`config.mk`:
```
export PLATFORM = sky130hd
export DESIGN_NAME = sel_sequencer_flat
export DESIGN_NICKNAME = d
export VERILOG_FILES = /design/src/rtl/sel_sequencer_if.sv /design/src/rtl/sel_sequencer.sv /design/src/flat_wrapper.sv
export SDC_FILE = /design/constraint.sdc
export NUM_CORES = 1
export LEC_CHECK = 0
export CAP_MARGIN = 25
export CORE_AREA = 2 2 73 61
export DETAILED_ROUTE_END_ITERATION = 12
export DIE_AREA = 0 0 75 63
export PLACE_DENSITY = 0.82
export RECOVER_POWER = 50
export SYNTH_ARGS = -nofsm -noshare
export SYNTH_HDL_FRONTEND = slang
export SYNTH_SLANG_ARGS = --single-unit
```
`constraint.sdc`:
```
create_clock -name i_clk -period 2.85 [get_ports i_clk]
set_input_delay 0.57 -clock i_clk [delete_from_list [all_inputs] [get_ports i_clk]]
set_output_delay 0.57 -clock i_clk [all_outputs]
set_load 0.02 [all_outputs]
```
`src/rtl/sel_sequencer_if.sv`:
```
// Select-index bus between the sequencer and its downstream consumer.
// The sequencer (master) offers an index with sel_valid; the consumer (slave)
// accepts it with sel_ack. Sweep markers travel alongside the index.
interface sel_sequencer_if #(
  parameter int SEL_W = 6
);
  logic [SEL_W-1:0] sel;
  logic             sel_valid;
  logic             sel_ack;
  logic             frame_toggle;
  logic             wrap_pulse;

  modport master (
    output sel,
    output sel_valid,
    output frame_toggle,
    output wrap_pulse,
    input  sel_ack
  );

  modport slave (
    input  sel,
    input  sel_valid,
    input  frame_toggle,
    input  wrap_pulse,
    output sel_ack
  );
endinterface

```
`src/rtl/sel_sequencer.sv`:
```
// Programmable select sequencer: sweeps an index 0..last, offering each value
// with a valid/ack handshake and holding it for a configured dwell after ack.
// Configuration is captured into shadow registers when a sweep starts, so the
// control inputs may change freely while a sweep is running.
module sel_sequencer #(
  parameter int SEL_W   = 6,
  parameter int DWELL_W = 8
) (
  input  logic               i_clk,
  input  logic               i_rst_n,
  input  logic               i_start,
  input  logic               i_stop,
  input  logic               i_pause,
  input  logic [DWELL_W-1:0] i_cfg_dwell,
  input  logic [SEL_W-1:0]   i_cfg_last,
  input  logic               i_cfg_oneshot,
  output logic               o_busy,
  sel_sequencer_if.master    sel_if
);

  typedef enum logic [1:0] {
    S_IDLE    = 2'd0,
    S_PRESENT = 2'd1,
    S_DWELL   = 2'd2,
    S_ADVANCE = 2'd3
  } state_t;

  state_t             r_state;
  state_t             w_state_next;
  logic [SEL_W-1:0]   r_sel;
  logic [SEL_W-1:0]   w_sel_next;
  logic               r_valid;
  logic               w_valid_next;
  logic               r_toggle;
  logic               w_toggle_next;
  logic               r_wrap;
  logic               w_wrap_next;
  logic               r_busy;
  logic               w_busy_next;
  logic [DWELL_W-1:0] r_cnt;
  logic [DWELL_W-1:0] w_cnt_next;
  logic [DWELL_W-1:0] r_sh_dwell;
  logic [DWELL_W-1:0] w_sh_dwell_next;
  logic [SEL_W-1:0]   r_sh_last;
  logic [SEL_W-1:0]   w_sh_last_next;
  logic               r_sh_oneshot;
  logic               w_sh_oneshot_next;

  // Dwell ends on the cycle the counter reaches dwell-1; only evaluated in
  // DWELL, which is never entered with a zero dwell, so no underflow matters.
  logic [DWELL_W-1:0] w_dwell_last;
  logic               w_at_last;
  assign w_dwell_last = r_sh_dwell - {{(DWELL_W-1){1'b0}}, 1'b1};
  assign w_at_last    = (r_sel == r_sh_last);

  // State and output registers; every output comes straight from a flop.
  always_ff @(posedge i_clk) begin
    if (!i_rst_n) begin
      r_state      <= S_IDLE;
      r_sel        <= '0;
      r_valid      <= 1'b0;
      r_toggle     <= 1'b0;
      r_wrap       <= 1'b0;
      r_busy       <= 1'b0;
      r_cnt        <= '0;
      r_sh_dwell   <= '0;
      r_sh_last    <= '0;
      r_sh_oneshot <= 1'b0;
    end else begin
      r_state      <= w_state_next;
      r_sel        <= w_sel_next;
      r_valid      <= w_valid_next;
      r_toggle     <= w_toggle_next;
      r_wrap       <= w_wrap_next;
      r_busy       <= w_busy_next;
      r_cnt        <= w_cnt_next;
      r_sh_dwell   <= w_sh_dwell_next;
      r_sh_last    <= w_sh_last_next;
      r_sh_oneshot <= w_sh_oneshot_next;
    end
  end

  // Next-state and next-output logic; stop overrides whatever the FSM chose.
  always_comb begin
    w_state_next      = r_state;
    w_sel_next        = r_sel;
    w_valid_next      = r_valid;
    w_toggle_next     = r_toggle;
    w_wrap_next       = 1'b0;
    w_busy_next       = r_busy;
    w_cnt_next        = r_cnt;
    w_sh_dwell_next   = r_sh_dwell;
    w_sh_last_next    = r_sh_last;
    w_sh_oneshot_next = r_sh_oneshot;

    case (r_state)
      S_IDLE: begin
        if (i_start && !i_stop) begin
          w_sh_dwell_next   = i_cfg_dwell;
          w_sh_last_next    = i_cfg_last;
          w_sh_oneshot_next = i_cfg_oneshot;
          w_sel_next        = '0;
          w_valid_next      = 1'b1;
          w_busy_next       = 1'b1;
          w_state_next      = S_PRESENT;
        end
      end

      S_PRESENT: begin
        if (sel_if.sel_ack) begin
          w_valid_next = 1'b0;
          w_cnt_next   = '0;
          w_state_next = (r_sh_dwell != '0) ? S_DWELL : S_ADVANCE;
        end
      end

      S_DWELL: begin
        if (!i_pause) begin
          w_cnt_next = r_cnt + {{(DWELL_W-1){1'b0}}, 1'b1};
          if (r_cnt == w_dwell_last) begin
            w_state_next = S_ADVANCE;
          end
        end
      end

      S_ADVANCE: begin
        if (w_at_last) begin
          w_sel_next    = '0;
          w_toggle_next = ~r_toggle;
          w_wrap_next   = 1'b1;
          if (r_sh_oneshot) begin
            w_busy_next  = 1'b0;
            w_state_next = S_IDLE;
          end else begin
            w_valid_next = 1'b1;
            w_state_next = S_PRESENT;
          end
        end else begin
          w_sel_next   = r_sel + {{(SEL_W-1){1'b0}}, 1'b1};
          w_valid_next = 1'b1;
          w_state_next = S_PRESENT;
        end
      end

      default: begin
        w_state_next = S_IDLE;
      end
    endcase

    if (i_stop && (r_state != S_IDLE)) begin
      w_state_next  = S_IDLE;
      w_valid_next  = 1'b0;
      w_busy_next   = 1'b0;
      w_wrap_next   = 1'b0;
      w_sel_next    = r_sel;
      w_toggle_next = r_toggle;
    end
  end

  assign sel_if.sel          = r_sel;
  assign sel_if.sel_valid    = r_valid;
  assign sel_if.frame_toggle = r_toggle;
  assign sel_if.wrap_pulse   = r_wrap;
  assign o_busy              = r_busy;

endmodule

```
`src/flat_wrapper.sv`:
```
// flat-port wrapper written by rule: the top's interface ports become plain ports
module sel_sequencer_flat 
#(
  parameter int SEL_W   = 6,
  parameter int DWELL_W = 8
)
  (i_clk, i_rst_n, i_start, i_stop, i_pause, i_cfg_dwell, i_cfg_last, i_cfg_oneshot, o_busy, sel_if_sel, sel_if_sel_valid, sel_if_frame_toggle, sel_if_wrap_pulse, sel_if_sel_ack);
  sel_sequencer_if #(.SEL_W(SEL_W)) sel_if_i ();
  input  logic i_clk;
  input  logic i_rst_n;
  input  logic i_start;
  input  logic i_stop;
  input  logic i_pause;
  input  logic [DWELL_W-1:0] i_cfg_dwell;
  input  logic [SEL_W-1:0] i_cfg_last;
  input  logic i_cfg_oneshot;
  output logic o_busy;
  output wire logic [$bits(sel_if_i.sel)-1:0] sel_if_sel;
  output wire logic [$bits(sel_if_i.sel_valid)-1:0] sel_if_sel_valid;
  output wire logic [$bits(sel_if_i.frame_toggle)-1:0] sel_if_frame_toggle;
  output wire logic [$bits(sel_if_i.wrap_pulse)-1:0] sel_if_wrap_pulse;
  input wire logic [$bits(sel_if_i.sel_ack)-1:0] sel_if_sel_ack;
  assign sel_if_sel = sel_if_i.sel;
  assign sel_if_sel_valid = sel_if_i.sel_valid;
  assign sel_if_frame_toggle = sel_if_i.frame_toggle;
  assign sel_if_wrap_pulse = sel_if_i.wrap_pulse;
  assign sel_if_i.sel_ack = sel_if_sel_ack;
  sel_sequencer #(.SEL_W(SEL_W), .DWELL_W(DWELL_W)) u_core (.i_clk(i_clk), .i_rst_n(i_rst_n), .i_start(i_start), .i_stop(i_stop), .i_pause(i_pause), .i_cfg_dwell(i_cfg_dwell), .i_cfg_last(i_cfg_last), .i_cfg_oneshot(i_cfg_oneshot), .o_busy(o_busy), .sel_if(sel_if_i));
endmodule
```
==> impl_table.tex <==
\begin{tabular}{lr}
\hline
Metric & Value \\
\hline
\multicolumn{2}{l}{\textbf{Final layout}} \\
\quad Highest-count cells in the layout ignoring fill and taps & sky130\_fd\_sc\_hd\_\_nand2\_1 (41), sky130\_fd\_sc\_hd\_\_dfxtp\_1 (35), sky130\_fd\_sc\_hd\_\_clkdlybuf4s50\_1 (27) \\
\quad Most common cell after layout, fill and taps aside & sky130\_fd\_sc\_hd\_\_nand2\_1 \\
\quad Number of inserted filler cells in the final layout & 378 \\
\quad Final core utilization & 0.5889 \\
\quad Total area of multi-input combinational cells & 1150 µm² \\
\quad Final non-filler cell area & $\sim$2400 µm² \\
\quad Total number of nets in the final design & 284 \\
\quad Area Growth Syn to Fin & 23.74\% \\
\quad Proportion of layout cells with a drive suffix above 1 & 0.06615 \\
\quad Antenna diode count & 0 \\
\quad FF+latch area & 700.7 µm² \\
\multicolumn{2}{l}{\textbf{GRT}} \\
\quad Leftover overflow at the end of global routing & 0 \\
\quad Overall fraction of global-route tracks in use & 0.1896 \\
\quad Global-route wire length before repair & roughly 6900 µm \\
\quad Number of antenna violations at the first check in global routing & 0 \\
\quad Via count of the first global-routing pass & roughly 1500 \\
\quad Pin count of the biggest net entering global routing & 21 \\
\multicolumn{2}{l}{\textbf{Critical path}} \\
\quad Sort of element at the end of the critical path & register \\
\quad Endpoint of the most critical register-to-register path & u\_core.r\_state[1] \\
\quad Worst-case register-to-register setup slack & slightly below 0.7 ns \\
\quad Data required, critical path & around 3.1 ns \\
\quad Highest fanout seen on the critical path & 6 \\
\quad Worst R2R Path Depth & 7 \\
\quad Arr. time, crit path & 2.38 ns \\
\quad First element of the critical path & u\_core.r\_sh\_dwell[0] \\
\quad Launching element type of the critical path & register \\
\quad Start of the worst register-to-register path & u\_core.r\_sh\_dwell[0] \\
\quad Endpoint of the worst setup timing path & u\_core.r\_state[1] \\
\quad Category of the most critical setup path & register to register \\
\multicolumn{2}{l}{\textbf{Power and ir drop}} \\
\quad VDD IR-drop max & 0.4358 mV \\
\quad Leak pwr & 0.9014 nW \\
\quad PD cells & 663.8 nW/µm² \\
\multicolumn{2}{l}{\textbf{Min path}} \\
\quad Hold/Removal Path Class & register to register \\
\multicolumn{2}{l}{\textbf{Timing}} \\
\quad Normalized max-slew margin & 0.3970 \\
\quad Min cycle time layout & about 2.2 ns \\
\quad Hold Vio Cnt, Final & 0 \\
\quad RSZ-0062 raised after global routing & no \\
\quad Worst-case clock skew & 0.008856 ns \\
\quad Final number of max-transition violations & 0 \\
\quad Setup Viol. Count Final & 0 \\
\quad Smallest hold slack & roughly 0.49 ns \\
\quad Worst-margin pin slew & 0.8963 ns \\
\quad Setup tns final & 0 ns \\
\quad Highest Clock Rate & $\sim$460 MHz \\
\quad Ratio of final minimum period to clock period & 0.7580 \\
\multicolumn{2}{l}{\textbf{Yosys}} \\
\quad Share of flip-flops with an asynchronous set or reset after synthesis & 0 \\
\quad Most used DFF post-synth & sky130\_fd\_sc\_hd\_\_dfxtp\_1 \\
\quad Synthesized net count & around 250 \\
\quad Count of mapped cells out of synthesis & 223 \\
\quad Mapped cell area & about 1900 µm² \\
\quad Share of the synthesized area in the top cell type & 0.3663 \\
\quad Post-synthesis sequential area ratio & 0.3663 \\
\quad Warnings from Yosys & 0 \\
\quad Average cell area after synthesis & 8.579 µm² \\
\quad Number of flops mapped to enable cells by yosys & 0 \\
\quad Number of register bits inferred by synthesis & 35 \\
\quad Post-synth top area cell & sky130\_fd\_sc\_hd\_\_dfxtp\_1 \\
\quad Number of distinct standard cells referenced by the synthesized netlist & 45 \\
\quad Most area-consuming cells after synthesis & sky130\_fd\_sc\_hd\_\_dfxtp\_1 (37\%), sky130\_fd\_sc\_hd\_\_nand2\_1 (8.0\%), sky130\_fd\_sc\_hd\_\_xor2\_1 (7.8\%), sky130\_fd\_sc\_hd\_\_a21boi\_0 (5.9\%), sky130\_fd\_sc\_hd\_\_ha\_1 (4.6\%) \\
\multicolumn{2}{l}{\textbf{Placement}} \\
\quad Dpl cell area & 2281 µm² \\
\quad Weighted congestion at the end of routability-driven global placement & between 0.8 and 0.9 \\
\quad Post-detail-place hpwl & 3031 µm \\
\quad Number of I/O port buffers & 30 \\
\multicolumn{2}{l}{\textbf{Clocking}} \\
\quad CTS Hold Bufs & 0 \\
\quad Clock tree from TritonCTS & done \\
\quad Clk Latency, worst-skew pair & 0.30 ns \\
\quad Clock transition at the registers of the reported paths & 0.08 ns \\
\quad CTS H-tree depth & 2 \\
\quad Root cell of the clock tree & sky130\_fd\_sc\_hd\_\_clkbuf\_8 \\
\quad Setup Buffers After CTS & 0 \\
\quad CTS sink count & 35 \\
\quad PostCTS Resize Cnt & 0 \\
\quad Clock Path Buffers & 2 \\
\quad Total CTS buffers & 5 \\
\multicolumn{2}{l}{\textbf{Status}} \\
\quad Result of the run & finished clean \\
\multicolumn{2}{l}{\textbf{Floorplan}} \\
\quad Core region area & about 4000 µm² \\
\quad Vert. Die Dim & $\sim$63 µm \\
\quad Number of placement rows & 21 \\
\quad Number of top-level pins & 31 \\
\quad Horiz. Die Dim & $\sim$75 µm \\
\quad Die ar. & 4725 µm² \\
\quad Initial standard-cell utilization of the core & 0.4759 \\
\multicolumn{2}{l}{\textbf{Route}} \\
\quad Number of violations reported at the end of detailed-routing iteration 0 & 111 \\
\quad DRC errors left & 0 \\
\quad Detailed Routing Iterations Pass 1 & 4 \\
\quad Vias per Instance & 5.293 \\
\quad Vias & 1662 \\
\quad Average detailed-routed wire length per instance & 12.93 µm \\
\quad Final wirelength & 4061 µm \\
\quad Antenna-violating nets left & 0 \\
\multicolumn{2}{l}{\textbf{Job}} \\
\quad Max-capacitance violation count & 0 \\
\hline
\end{tabular}
-- layout make-up --
class | instances | area share
inverter | 8 | 0.01268
timing repair buffer | 33 | 0.1364
sequential | 35 | 0.2960
tap | 57 | 0.03013
multi-input combinational | 173 | 0.4857
clock inverter | 3 | 0.01004
clock buffer | 5 | 0.02907
-- report_power, final --
group,internal [mW],switching [mW],total [mW]
Sequential,0.545,0.0610,0.606
Combinational,0.267,0.323,0.590
Clock,0.175,0.201,0.375
Total,0.987,0.585,1.57
-- worst min path at each step --
stage / slack, ns / startpoint / depth (start not counted) / to
global route: 0.51 / u_core.r_sh_last[2] / 2 / u_core.r_sh_last[2]
floorplan: 0.46 / u_core.r_sh_last[0] / 2 / u_core.r_sh_last[0]
detailed placement: 0.48 / u_core.r_sh_last[2] / 2 / u_core.r_sh_last[2]
finish: 0.49 / u_core.r_sh_last[2] / 2 / u_core.r_sh_last[2]
CTS: 0.49 / u_core.r_sh_last[2] / 2 / u_core.r_sh_last[2]
global placement: 0.47 / u_core.r_sh_last[2] / 2 / u_core.r_sh_last[2]
-- per-layer routing --
| metal | share of wire | track usage |
|---|---|---|
| met1 | 0.49 | 0.2620 |
| met2 | 0.44 | 0.2741 |
| met3 | 0.052 | 0.05161 |
| met4 | 0.017 | 0.08036 |
| met5 | 0 | 0 |
-- critical path, cell delays in order, from the launching register on --
cell                        delay (ns)
sky130_fd_sc_hd__dfxtp_1          0.44
sky130_fd_sc_hd__inv_1            0.07
sky130_fd_sc_hd__ha_1             0.31
sky130_fd_sc_hd__xnor2_1          0.13
sky130_fd_sc_hd__a2111oi_0        0.36
sky130_fd_sc_hd__o211ai_1         0.18
sky130_fd_sc_hd__a221oi_2         0.35
sky130_fd_sc_hd__mux2i_1          0.24
-- registers in the layout, indices dropped and copies added, names as in the netlist --
signal,flops
u_core.o_busy,1
u_core.sel_if.sel_valid,1
u_core.sel_if.wrap_pulse,1
u_core.r_cnt,8
u_core.sel_if.frame_toggle,1
u_core.r_sh_dwell,8
u_core.sel_if.sel,6
u_core.r_sh_oneshot,1
u_core.r_sh_last,6
u_core.r_state,2
-- metrics by stage --
stage          power [mW]  cells  setup slack (ns)
3_5_place_dp        1.207    306            0.6161
6_report            1.571    314            0.6898
3_3_place_gp        1.192    306            0.6636
5_1_grt             1.666    314            0.4071
4_1_cts             1.580    314            0.6947
2_1_floorplan       1.030    223            0.9223
-- logic make-up after synthesis --
group | share of synthesized area
AOI/OAI and AO/OA | 0.1622
xor gates and xnor gates | 0.1216
adders and majority gates | 0.04578
buffers and inverters | 0.02943
DFF | 0.3663
muxes | 0.02093
and+or+nand+nor | 0.2538
-- cell usage after synthesis, types with 5 or more instances --
| cell | instances |
|---|---|
| sky130_fd_sc_hd__a21boi_0 | 15 |
| sky130_fd_sc_hd__a21oi_1 | 5 |
| sky130_fd_sc_hd__clkbuf_1 | 7 |
| sky130_fd_sc_hd__dfxtp_1 | 35 |
| sky130_fd_sc_hd__ha_1 | 7 |
| sky130_fd_sc_hd__inv_1 | 8 |
| sky130_fd_sc_hd__nand2_1 | 41 |
| sky130_fd_sc_hd__nand4_1 | 7 |
| sky130_fd_sc_hd__nor2_1 | 19 |
| sky130_fd_sc_hd__xnor2_1 | 7 |
| sky130_fd_sc_hd__xor2_1 | 17 |
Power figures use the tool's default switching activity.
